## src/rtl/note_display_sched.sv

```systemverilog
// note_display_sched: round-robin sharing of one note_rom among several voices,
// streaming letter / symbol / octave characters into the text display buffer.
module note_display_sched #(
    parameter int unsigned NUM_VOICES = 3
) (
    input  logic                       clk,
    input  logic                       reset,
    input  logic [6*NUM_VOICES-1:0]    note_in,
    input  logic [NUM_VOICES-1:0]      note_valid,
    output logic [5:0]                 rom_note,
    input  logic [8:0]                 rom_num_addr,
    input  logic [8:0]                 rom_letter_addr,
    input  logic [8:0]                 rom_symbol_addr,
    output logic                       wr_valid,
    input  logic                       wr_ready,
    output logic [1:0]                 wr_row,
    output logic [1:0]                 wr_col,
    output logic [5:0]                 wr_char,
    output logic                       busy
);

    localparam int unsigned NW = 6;   // note index width
    localparam int unsigned CW = 6;   // character code width
    localparam int unsigned RW = 2;   // row / voice index width

    typedef enum logic [2:0] {
        S_IDLE,
        S_LOOKUP,
        S_WR_LETTER,
        S_WR_SYMBOL,
        S_WR_NUMBER
    } state_t;

    state_t                          state_q, state_d;
    logic [NUM_VOICES-1:0]           pending_q, pending_d;
    logic [NUM_VOICES-1:0][NW-1:0]   note_q, note_d;
    logic [RW-1:0]                   ptr_q, ptr_d;
    logic [NW-1:0]                   rom_note_q, rom_note_d;
    logic [CW-1:0]                   sym_q, sym_d;
    logic [CW-1:0]                   num_q, num_d;
    logic                            wr_valid_q, wr_valid_d;
    logic [RW-1:0]                   wr_row_q, wr_row_d;
    logic [1:0]                      wr_col_q, wr_col_d;
    logic [CW-1:0]                   wr_char_q, wr_char_d;
    logic                            busy_q, busy_d;

    logic                            grant_found;
    int unsigned                     grant_int;
    int unsigned                     cand;
    logic                            hs;

    // Low address bits select a pixel row inside a glyph and are not needed here.
    logic                            unused_addr_bits;
    assign unused_addr_bits = ^{rom_num_addr[2:0], rom_letter_addr[2:0], rom_symbol_addr[2:0]};

    // Round-robin search for the first pending voice after the last one granted.
    always_comb begin
        grant_found = 1'b0;
        grant_int   = 0;
        cand        = 0;
        for (int unsigned i = 1; i <= NUM_VOICES; i++) begin
            cand = (32'(ptr_q) + i) % NUM_VOICES;
            if (!grant_found && pending_q[cand]) begin
                grant_found = 1'b1;
                grant_int   = cand;
            end
        end
    end

    // Next-state, pending capture and registered output values.
    always_comb begin
        state_d    = state_q;
        pending_d  = pending_q | note_valid;
        note_d     = note_q;
        ptr_d      = ptr_q;
        rom_note_d = rom_note_q;
        sym_d      = sym_q;
        num_d      = num_q;
        wr_valid_d = wr_valid_q;
        wr_row_d   = wr_row_q;
        wr_col_d   = wr_col_q;
        wr_char_d  = wr_char_q;
        hs         = wr_valid_q & wr_ready;

        for (int v = 0; v < int'(NUM_VOICES); v++) begin
            if (note_valid[v]) begin
                note_d[v] = note_in[v*NW +: NW];
            end
        end

        case (state_q)
            S_IDLE: begin
                if (grant_found) begin
                    state_d              = S_LOOKUP;
                    ptr_d                = RW'(grant_int);
                    wr_row_d             = RW'(grant_int);
                    rom_note_d           = note_q[grant_int];
                    // A strobe landing on the grant edge keeps the voice pending.
                    pending_d[grant_int] = note_valid[grant_int];
                end
            end
            S_LOOKUP: begin
                // Letter goes straight to the output; symbol and number wait their turn.
                sym_d      = rom_symbol_addr[8:3];
                num_d      = rom_num_addr[8:3];
                wr_char_d  = rom_letter_addr[8:3];
                wr_col_d   = 2'd0;
                wr_valid_d = 1'b1;
                state_d    = S_WR_LETTER;
            end
            S_WR_LETTER: begin
                if (hs) begin
                    wr_col_d  = 2'd1;
                    wr_char_d = sym_q;
                    state_d   = S_WR_SYMBOL;
                end
            end
            S_WR_SYMBOL: begin
                if (hs) begin
                    wr_col_d  = 2'd2;
                    wr_char_d = num_q;
                    state_d   = S_WR_NUMBER;
                end
            end
            S_WR_NUMBER: begin
                if (hs) begin
                    wr_valid_d = 1'b0;
                    state_d    = S_IDLE;
                end
            end
            default: begin
                wr_valid_d = 1'b0;
                state_d    = S_IDLE;
            end
        endcase

        busy_d = (state_d != S_IDLE);
    end

    // State and output registers.
    always_ff @(posedge clk or posedge reset) begin
        if (reset) begin
            state_q    <= S_IDLE;
            pending_q  <= '0;
            note_q     <= '0;
            ptr_q      <= RW'(NUM_VOICES - 1);
            rom_note_q <= '0;
            sym_q      <= '0;
            num_q      <= '0;
            wr_valid_q <= 1'b0;
            wr_row_q   <= '0;
            wr_col_q   <= '0;
            wr_char_q  <= '0;
            busy_q     <= 1'b0;
        end else begin
            state_q    <= state_d;
            pending_q  <= pending_d;
            note_q     <= note_d;
            ptr_q      <= ptr_d;
            rom_note_q <= rom_note_d;
            sym_q      <= sym_d;
            num_q      <= num_d;
            wr_valid_q <= wr_valid_d;
            wr_row_q   <= wr_row_d;
            wr_col_q   <= wr_col_d;
            wr_char_q  <= wr_char_d;
            busy_q     <= busy_d;
        end
    end

    assign rom_note = rom_note_q;
    assign wr_valid = wr_valid_q;
    assign wr_row   = wr_row_q;
    assign wr_col   = wr_col_q;
    assign wr_char  = wr_char_q;
    assign busy     = busy_q;

endmodule

```

## config.mk

```make
export PLATFORM = sky130hd
export DESIGN_NAME = note_display_sched
export DESIGN_NICKNAME = d
export VERILOG_FILES = /design/src/rtl/note_display_sched.sv
export SDC_FILE = /design/constraint.sdc
export NUM_CORES = 1
export LEC_CHECK = 0
export ABC_CLOCK_PERIOD_IN_PS = 5250
export BUFFER_PORTS_ARGS = -buffer_cell sky130_fd_sc_hd__buf_4
export CORE_AREA = 8 8 88 83
export DETAILED_ROUTE_END_ITERATION = 10
export DIE_AREA = 0 0 96 91
export PLACE_DENSITY_LB_ADDON = 0.1
export REMOVE_ABC_BUFFERS = 1
export SYNTH_ARGS = -nofsm -noshare
export SYNTH_HDL_FRONTEND = slang
export SYNTH_SLANG_ARGS = --single-unit
```

## constraint.sdc

```tcl
create_clock -name clk -period 5.25 [get_ports clk]
set_clock_uncertainty 0.2 [all_clocks]
set_input_delay 0.7875 -clock clk [delete_from_list [all_inputs] [get_ports clk]]
set_output_delay 0.7875 -clock clk [all_outputs]
set_load 0.1 [all_outputs]
```

==> reports/metrics.csv, run 1 <==
stage;metric;value;unit
setup_path;cp-start-kind;flip-flop;
floorplanning;fp.dieW;96;um
setup_path;slowest_delay;0.60;ns
yosys;synth_warnings;0;
power;cellPowerDensity;219;nW/um^2
setup_path;critPathRequiredTime;5.26;ns
timing;fmax;335;MHz
cts;clock_latency;0.31;ns
placed_design;placed_cell_area;3270;um^2
drt;ant_nets;0;
final_layout;nFillCells;538;
drt;wl;6030;um
power;p_leak;1.61;nW
setup_path;critPathKind;flip-flop to flip-flop;
timing;fin_crit_sh;56.8;%
setup_path;crit_path_end_kind;flip-flop;
setup_path;timing.rr.start;ptr_q[1]$_DFFE_PP1P_;
timing;maxSlewViolCount;0;
cts;hold_buffers;0;
hold_path;min_path_cells;2;
setup_path;startpoint;ptr_q[1]$_DFFE_PP1P_;
cts;numCtsBuffers;5;
floorplanning;io_pins;69;
cts;htreeDepth;2;
global_route;grt_max_degree;56;
drt;route.detailed.drc;0;
global_route;antenna_found_initial;0;
setup_path;r2r_setup_slack;2.27;ns
cts;cts_resized;0;
cts;root_buffer;clkbuf_8;
drt;routedWlPerCell;16.1;um
job;cap_violations;0;
drt;dr.pass1.iters;4;
yosys;yosysUniqueCellTypes;41;
floorplanning;fp.dieH;91;um
cts;clockBufferDepth;2;
timing;finalHoldViolCount;0;
hold_path;hold_path_class;flip-flop to flip-flop;
timing;fin_crit;2.98;ns
yosys;synth-seq-cells;55;
timing;worst_pin_slew;1.08;ns
global_route;grt_pass1_wl;9980;um
placed_design;dp_hpwl;4410;um
drt;via_count;1976;
hold_path;min-delay-start;wr_char[3]$_DFFE_PP0P_;
yosys;syn-mean-instance-area;11.3;um^2
yosys;netlist_area;2810;um^2
final_layout;antenna_cells;0;
yosys;synth-edff-count;0;
floorplanning;core;5840;um^2
global_route;grt_use_total;14.3;%
drt;vias_per_cell;5.27;
final_layout;fin_nets;363;
floorplanning;rows;27;
setup_path;cp.arrival;2.99;ns
setup_path;r2r_end;pending_q[1]$_DFF_PP0_;
timing;fin_setup_tns;0;ns
yosys;synthArstFlopShare;100;%
hold_path;holdPathEnd;wr_char[3]$_DFFE_PP0P_;
yosys;synth_seq_area_share;49.1;%
cts;clock-sinks;55;
cts;cts_tree;yes;
drt;drt_iter0_markers;107;
timing;rsz0062_at_grt;no;
cts;clkTransAtPathRegs;0.10;ns
setup_path;worstPathMaxFanout;11;
final_layout;final_area;3360;um^2
placed_design;port_buffers;59;
floorplanning;dieArea;8740;um^2
cts;cts_setup_buffers;0;
final_layout;area_growth;19.7;%
setup_path;reg2reg_depth;10;
timing;setup-violations-final;0;
global_route;grt_overflow;0;
final_layout;drive_gt1_share;36.6;%
floorplanning;start_util;48.0;%
global_route;grt_pass1_vias;2010;
status;status;finished, final reports clean;
yosys;synth_flop_cell;dfrtp_1;
yosys;syn_inst;249;
setup_path;cp_slowest_cell;dfstp_2;
placed_design;place.gp.congestion;0.762;
timing;slew_headroom;28.0;%
setup_path;crit_path_cell_trace;inv_1 > ha_1 > inv_1 > nand3_1 > ha_1 > nor3_1 > o31ai_1 > a311oi_2 > nand2_1 > a21o_1;
power;ir_drop;163;uV
-- metrics by stage --
| stage | cells | setup WS, ns | power, mW | util (%) | hold WS, ns |
|---|---|---|---|---|---|
| 3_3_place_gp | 367 | 2.37 | 0.507 | 55.9 | 0.267 |
| 3_5_place_dp | 367 | 2.30 | 0.508 | 55.9 | 0.278 |
| 4_1_cts | 375 | 2.28 | 0.746 | 57.5 | 0.301 |
| 2_1_floorplan | 235 | 1.98 | 0.475 | - | 0.279 |
| 6_report | 375 | 2.27 | 0.737 | 57.5 | 0.299 |
| 5_1_grt | 375 | 2.09 | 0.769 | 57.5 | 0.331 |
-- worst max path at each step --
stage / cells after the start / endpoint / slack (ns)
final: 10 / pending_q[1]$_DFF_PP0_ / 2.27
after global routing: 10 / pending_q[1]$_DFF_PP0_ / 2.09
after CTS: 10 / pending_q[1]$_DFF_PP0_ / 2.28
after detailed placement: 10 / pending_q[1]$_DFF_PP0_ / 2.30
after global placement: 10 / pending_q[2]$_DFF_PP0_ / 2.37
after floorplan: 10 / pending_q[2]$_DFF_PP0_ / 1.98
-- worst max-delay path, delay by kind of cell (launching register included) --
family | cells | cell delay, ns
compound gates | 3 | 0.63
simple gates | 3 | 0.39
buf+inv | 2 | 0.29
fa+ha+maj | 2 | 0.77
flops | 1 | 0.60
-- cells in the mapped netlist (2+ instances only) --
library cell	instances	share of area, %
o21ai_0	10	1.8
or2_2	2	0.45
nand2_1	17	2.3
a222oi_1	6	2.1
a21o_1	7	1.9
nor3_1	5	0.89
a22o_1	2	0.62
o21ai_1	3	0.54
ha_1	10	4.5
dfrtp_1	54	48
nand3_1	5	0.89
mux2i_1	9	3.2
o21ai_4	3	1.7
buf_6	2	0.80
mux2_2	31	12
clkbuf_1	6	0.80
a21oi_1	15	2.7
buf_4	2	0.54
nand2b_1	5	1.1
o31ai_1	3	0.80
nor2_1	21	2.8
buf_2	4	0.71
inv_1	9	1.2
-- cell usage in the layout (no fill, tap or decap), types with 6 or more instances in the layout --
cell and instances:
dfrtp_1 54, mux2_2 31, nor2_1 21, buf_4 60, nand2_1 17, inv_1 8, ha_1 10, a21o_1 7
mux2i_1 9, a222oi_1 6, a21oi_1 15, o21ai_0 10
-- logic make-up (layout without fill, tap and decap cells) --
group | Yosys count | after routing | share of synthesized area [%]
compound gates | 59 | 59 | 15.2
xor+xnor | 1 | 1 | 0.312
fa+ha+maj | 10 | 10 | 4.46
buf+inv | 23 | 77 | 4.06
flops | 55 | 55 | 49.1
mux | 41 | 41 | 16.5
simple gates | 60 | 60 | 10.4
-- flip-flops by register name, indices dropped and copies added (netlist names), 2 cells and up --
name,cells
note_q,18
num_q,6
pending_q,3
ptr_q,2
rom_note,6
state_q,3
sym_q,6
wr_char,6
wr_col,2
-- routing by layer --
layer | GRT usage, % | up-vias | share of wire [%]
met5 | 0 | - | 0
met4 | 4.10 | 0 | 0.98
met3 | 4.53 | 6 | 5.2
met2 | 21.4 | 36 | 47
met1 | 19.1 | 945 | 46
li1 | - | 989 | -
-- cell type report --
| cell class | count | area, um^2 | area share [%] |
|---|---|---|---|
| timing repair buffer | 60 | 450 | 13.4 |
| inverter | 9 | 33.8 | 1.01 |
| sequential | 55 | 1380 | 41.0 |
| multi-input combinational | 171 | 1310 | 39.1 |
| clock buffer | 5 | 68.8 | 2.05 |
| clock inverter | 3 | 23.8 | 0.708 |
| tap | 72 | 90.1 | 2.68 |
-- where the power goes --
group	internal (mW)	total, mW	switching, mW
logic	0.0345	0.0544	0.0199
registers	0.437	0.444	0.00708
clock network	0.0956	0.238	0.142
Power figures use the tool's default switching activity.
==> run 2, diff against run 1 <==
--- a/config.mk
+++ b/config.mk
@@ -5,7 +5,7 @@
 export SDC_FILE = /design/constraint.sdc
 export NUM_CORES = 1
 export LEC_CHECK = 0
-export ABC_CLOCK_PERIOD_IN_PS = 5250
+export ABC_CLOCK_PERIOD_IN_PS = 2800
 export BUFFER_PORTS_ARGS = -buffer_cell sky130_fd_sc_hd__buf_4
 export CORE_AREA = 8 8 88 83
 export DETAILED_ROUTE_END_ITERATION = 10
==> constraint.sdc (replaced) <==
create_clock -name clk -period 2.8 [get_ports clk]
set_clock_uncertainty 0.2 [all_clocks]
set_input_delay 0.42 -clock clk [delete_from_list [all_inputs] [get_ports clk]]
set_output_delay 0.42 -clock clk [all_outputs]
set_load 0.1 [all_outputs]
==> reports/metrics.csv, run 2 (same netlist as run 1, synthesis figures left out) <==
stage;metric;value;unit
floorplanning;io_pins;69;
timing;fin_crit;2.66;ns
timing;fmax;376;MHz
setup_path;cp_slowest_cell;dfstp_2;
final_layout;fin_nets;369;
timing;finalHoldViolCount;0;
timing;slew_headroom;54.5;%
placed_design;place.gp.congestion;0.751;
final_layout;largest_register_ffs;18;
global_route;grt_use_total;14.8;%
cts;root_buffer;clkbuf_8;
cts;clockBufferDepth;2;
placed_design;dpl_worst_slack;0.0804;ns
placed_design;dp.cells;371;
timing;rsz0062_at_grt;no;
setup_path;crit_family;compound AO/OA/AOI/OAI gates;
timing;maxSlewViolCount;0;
job;cap_violations;0;
cts;clkTransAtPathRegs;0.09;ns
placed_design;dp_hpwl;4530;um
cts;cts_tree;yes;
setup_path;worstPathMaxFanout;5;
final_layout;antenna_cells;0;
drt;wl;6230;um
global_route;grt_pass1_wl;10400;um
global_route;grt_overflow;0;
drt;ant_nets;0;
final_layout;area_growth;22.6;%
setup_path;cp-start-kind;flip-flop;
final_layout;fin_cells;380;
setup_path;critPathKind;flip-flop to flip-flop;
global_route;grt_pass1_vias;2156;
power;ir_drop;347;uV
timing;setup_ws;0.142;ns
timing;fin_crit_sh;94.9;%
setup_path;cp.arrival;2.65;ns
final_layout;layout_common_cells;66 x buf_4, 54 x dfrtp_1, 31 x mux2_2;
timing;worst_pin_slew;0.682;ns
cts;clock-sinks;55;
status;status;finished, final reports clean;
hold_path;hold_path_class;primary input to asynchronous set/reset pin;
power;p_leak;1.66;nW
floorplanning;fp.dieW;96;um
power;totalPowerFinal;1.44;mW
drt;route.detailed.drc;0;
final_layout;nFillCells;534;
drt;routedWlPerCell;16.4;um
timing;setup-violations-final;0;
cts;numCtsBuffers;5;
cts;clock_latency;0.30;ns
setup_path;crit_path_cell_trace;inv_2 > ha_1 > inv_2 > nand3_1 > ha_1 > nor3_2 > o31ai_2 > a311oi_2 > nand2_1 > a21o_1;
drt;vias_per_cell;5.49;
setup_path;crit_path_end_kind;flip-flop;
setup_path;critPathBufInv;2;
placed_design;port_buffers;59;
floorplanning;start_util;48.0;%
setup_path;slowest_delay;0.58;ns
drt;drt_iter0_markers;138;
power;cellPowerDensity;417;nW/um^2
final_layout;layout_commonest_cell;buf_4;
floorplanning;dieArea;8740;um^2
final_layout;drive_gt1_share;39.6;%
drt;dr.pass1.iters;4;
final_layout;largest-register;note_q;
global_route;antenna_found_initial;0;
floorplanning;rows;27;
floorplanning;core;5840;um^2
floorplanning;fp.dieH;91;um
cts;htreeDepth;2;
drt;via_count;2085;
global_route;grt_max_degree;56;
setup_path;critPathRequiredTime;2.79;ns
==> run 2: where the power goes <==
| group | internal [mW] | switching (mW) | leakage (nW) |
|---|---|---|---|
| Sequential | 0.820 | 0.0145 | 0.693 |
| Combinational | 0.0646 | 0.0381 | 0.914 |
| Clock | 0.262 | 0.236 | 0.0513 |
==> run 2: repair_timing <==
item,in CTS,in global routing
hold endpoints to repair,0,0
hold buffers,0,0
setup buffers,0,2
setup endpoints to repair,0,9
gates resized for setup,0,8
==> run 2: area by class of cell <==
type,instances,area [um^2],share of cell area (%)
clock buffers,6,72.6,2.11
well taps,72,90.1,2.62
multi-input cells,171,1340,38.9
flip-flops and latches,55,1380,40.1
inverters,9,33.8,0.983
clock inverters,1,30.0,0.873
repair buffers,66,495,14.4
==> run 2: worst reg2reg max path: cells and delay by family, from the launching register on <==
kind / cells / cell delay (ns)
AOI/OAI and AO/OA: 3 / 0.64
adders and majority gates: 2 / 0.62
buffers and inverters: 2 / 0.17
DFF: 1 / 0.58
and+or+nand+nor: 3 / 0.33
==> run 2: path summary, 6_finish.rpt <==
kind                                            to  cells past startpoint  slack (ns)                   start
max in group asynchronous  rom_note[0]$_DFFE_PP0P_                      3        1.84                   reset
setup reg to reg            pending_q[1]$_DFF_PP0_                     10        0.14    ptr_q[1]$_DFFE_PP1P_
hold / removal                sym_q[1]$_DFFE_PP0P_                      3        0.10                   reset
hold reg to reg             wr_char[3]$_DFFE_PP0P_                      2        0.29  wr_char[3]$_DFFE_PP0P_
min in group clk             note_q[3]$_DFFE_PP0P_                      2        0.14              note_in[3]
setup / recovery            pending_q[1]$_DFF_PP0_                     10        0.14    ptr_q[1]$_DFFE_PP1P_
==> run 2: per-layer routing <==
layer / global-route usage, % / routed length (um) / share of wire, % / vias up
met1: 18.9 / 2790 / 45 / 1025
met3: 3.21 / 265 / 4.3 / 6
li1: - / - / - / 998
met4: 3.84 / 59 / 0.95 / 0
met2: 24.5 / 3120 / 50 / 56
met5: 0 / 0 / 0 / -
==> run 2: metrics by stage <==
step	hold WS, ns	instance area (um^2)	setup TNS, ns	utilization (%)
finish	0.104	3440	0	58.8
global route	0.130	3440	0	58.8
CTS	0.126	3400	0	58.1
detailed placement	0.272	3300	0	56.4
global placement	0.268	3300	0	56.4
floorplan	0.279	2730	-3.44	-
==> run 3, diff against run 2 <==
--- a/config.mk
+++ b/config.mk
@@ -5,7 +5,7 @@
 export SDC_FILE = /design/constraint.sdc
 export NUM_CORES = 1
 export LEC_CHECK = 0
-export ABC_CLOCK_PERIOD_IN_PS = 2800
+export ABC_CLOCK_PERIOD_IN_PS = 2500
 export BUFFER_PORTS_ARGS = -buffer_cell sky130_fd_sc_hd__buf_4
 export CORE_AREA = 8 8 88 83
 export DETAILED_ROUTE_END_ITERATION = 10
==> constraint.sdc (replaced) <==
create_clock -name clk -period 2.5 [get_ports clk]
set_clock_uncertainty 0.2 [all_clocks]
set_input_delay 0.375 -clock clk [delete_from_list [all_inputs] [get_ports clk]]
set_output_delay 0.375 -clock clk [all_outputs]
set_load 0.1 [all_outputs]
==> reports/metrics.csv, run 3 (same netlist as run 1, synthesis figures left out) <==
stage;metric;value;unit
power;ir_drop;332;uV
final_layout;area_growth;34.5;%
drt;drt_iter0_markers;87;
cts;clock_latency;0.31;ns
cts;clockBufferDepth;2;
global_route;grt_max_degree;56;
setup_path;crit_family;flip-flops;
placed_design;port_buffers;59;
floorplanning;start_util;48.0;%
final_layout;layout_commonest_cell;buf_4;
power;cellPowerDensity;462;nW/um^2
timing;setup_ws;0.0258;ns
placed_design;dp_hpwl;4600;um
drt;routedWlPerCell;16.0;um
global_route;grt_pass1_vias;2217;
floorplanning;dieArea;8740;um^2
power;p_seq_share;53.6;%
global_route;antenna_found_initial;0;
cts;numCtsBuffers;5;
drt;dr.pass1.iters;5;
job;cap_violations;0;
setup_path;r2r_end;pending_q[2]$_DFF_PP0_;
power;clockPowerShare;39.6;%
status;status;finished, final reports clean;
final_layout;largest-register;note_q;
cts;htreeDepth;2;
drt;via_count;2177;
global_route;grt_overflow;0;
setup_path;cp.depth;9;
placed_design;dpl_worst_slack;-0.0806;ns
power;p_int;1.39;mW
floorplanning;fp.dieH;91;um
setup_path;crit_path_cell_trace;buf_6 > ha_2 > nand3_2 > ha_4 > nor3_4 > o31ai_2 > a311oi_2 > nand2_1 > a21o_1;
timing;slew_headroom;64.4;%
global_route;grt_use_total;15.1;%
setup_path;slowest_delay;0.62;ns
global_route;use_met3;3.79;%
setup_path;cp.arrival;2.48;ns
global_route;met2_usage;24.0;%
drt;ant_nets;0;
power;power.switching;0.350;mW
setup_path;timing.rr.start;ptr_q[1]$_DFFE_PP1P_;
floorplanning;fp.dieW;96;um
timing;maxSlewViolCount;0;
cts;root_buffer;clkbuf_8;
setup_path;cp_slowest_cell;dfstp_2;
global_route;busiest_layer;met2;
hold_path;min-delay-start;rom_num_addr[7];
floorplanning;rows;27;
setup_path;endpoint;pending_q[2]$_DFF_PP0_;
global_route;grt_pass1_wl;10600;um
setup_path;critPathBufInv;1;
final_layout;layout_common_cells;82 x buf_4, 54 x dfrtp_1, 31 x mux2_2;
final_layout;finalCoreUtilization;64.6;%
power;p_comb_share;6.8;%
setup_path;worstPathMaxFanout;5;
power;totalPowerFinal;1.74;mW
timing;finalHoldViolCount;0;
final_layout;drive_gt1_share;48.3;%
drt;wl;6410;um
setup_path;reg2reg_depth;9;
cts;clkTransAtPathRegs;0.10;ns
setup_path;crit_path_end_kind;flip-flop;
timing;worst_pin_slew;0.534;ns
setup_path;r2r_setup_slack;0.03;ns
timing;rsz0062_at_grt;yes;
power;p_sw_share;20.1;%
global_route;gr-usage-met1;19.7;%
final_layout;antenna_cells;0;
floorplanning;core;5840;um^2
placed_design;place.gp.congestion;0.763;
timing;fin_crit;2.47;ns
final_layout;largest_register_ffs;18;
final_layout;fin_nets;389;
power;p_leak;1.79;nW
setup_path;critPathKind;flip-flop to flip-flop;
hold_path;hold_path_class;primary input to flip-flop;
setup_path;startpoint;ptr_q[1]$_DFFE_PP1P_;
timing;fin_crit_sh;99.0;%
setup_path;cp-start-kind;flip-flop;
drt;route.detailed.drc;0;
drt;vias_per_cell;5.43;
timing;setup-violations-final;0;
setup_path;critPathRequiredTime;2.50;ns
timing;fmax;404;MHz
cts;clock-sinks;55;
cts;cts_tree;yes;
floorplanning;io_pins;69;
run 3: changes by cell type in the layout (fill, tap and decap cells not counted), moves of 2 or more:
cell     delta
nand2_1     -2
ha_4        +6
inv_1       -2
inv_4       +2
ha_1        -6
nand3_2     +2
buf_4      +16
nand3_1     -2
run 3: final cells by class:
| cell class | count | area, um^2 |
|---|---|---|
| Clock buffer | 5 | 68.8 |
| Tap cell | 72 | 90.1 |
| Timing Repair Buffer | 86 | 672 |
| Multi-Input combinational cell | 171 | 1460 |
| Inverter | 9 | 38.8 |
| Clock inverter | 3 | 67.6 |
| Sequential cell | 55 | 1380 |
| Fill cell | 505 | 2070 |
run 3: worst min-delay path by stage:
stage | slack, ns | end | depth (start not counted)
2_1_floorplan | 0.27 | pending_q[0]$_DFF_PP0_ | 1
3_3_place_gp | 0.26 | wr_char[1]$_DFFE_PP0P_ | 3
3_5_place_dp | 0.26 | wr_col[0]$_DFFE_PP0P_ | 3
4_1_cts | 0.08 | num_q[4]$_DFFE_PP0P_ | 2
5_1_grt | 0.08 | note_q[9]$_DFFE_PP0P_ | 2
6_report | 0.09 | num_q[4]$_DFFE_PP0P_ | 2
run 3: power by group through the flow:
stage	logic, mW	registers, mW	clock network [mW]
2_1_floorplan	0.0511	0.946	0
3_3_place_gp	0.118	0.950	0
3_5_place_dp	0.120	0.951	0
4_1_cts	0.122	0.933	0.701
5_1_grt	0.131	0.937	0.735
6_report	0.119	0.934	0.691
run 3: metal layers:
metal  up-vias  routed length (um)
met5         -                   0
li1       1044                   -
met1      1073                2840
met2        54                3140
met3         6                 361
met4         0                  66
run 3: metrics by stage:
stage | setup TNS (ns) | area [um^2] | hold slack (ns) | std cells
global placement | -0.0370 | 3410 | 0.256 | 385
global route | -0.323 | 3770 | 0.0826 | 401
finish | 0 | 3770 | 0.0879 | 401
floorplan | -7.63 | 2730 | 0.267 | 235
CTS | 0 | 3600 | 0.0822 | 394
detailed placement | -0.313 | 3410 | 0.258 | 385
run 3: what timing repair did:
| action | in CTS | in global routing |
|---|---|---|
| setup buffers | 0 | 7 |
| endpoints found under the setup margin | 9 | 11 |
| hold buffers | 1 | 0 |
| resized for setup | 10 | 26 |
| pin swaps | 9 | 23 |
| endpoints found under the hold margin | 54 | 0 |
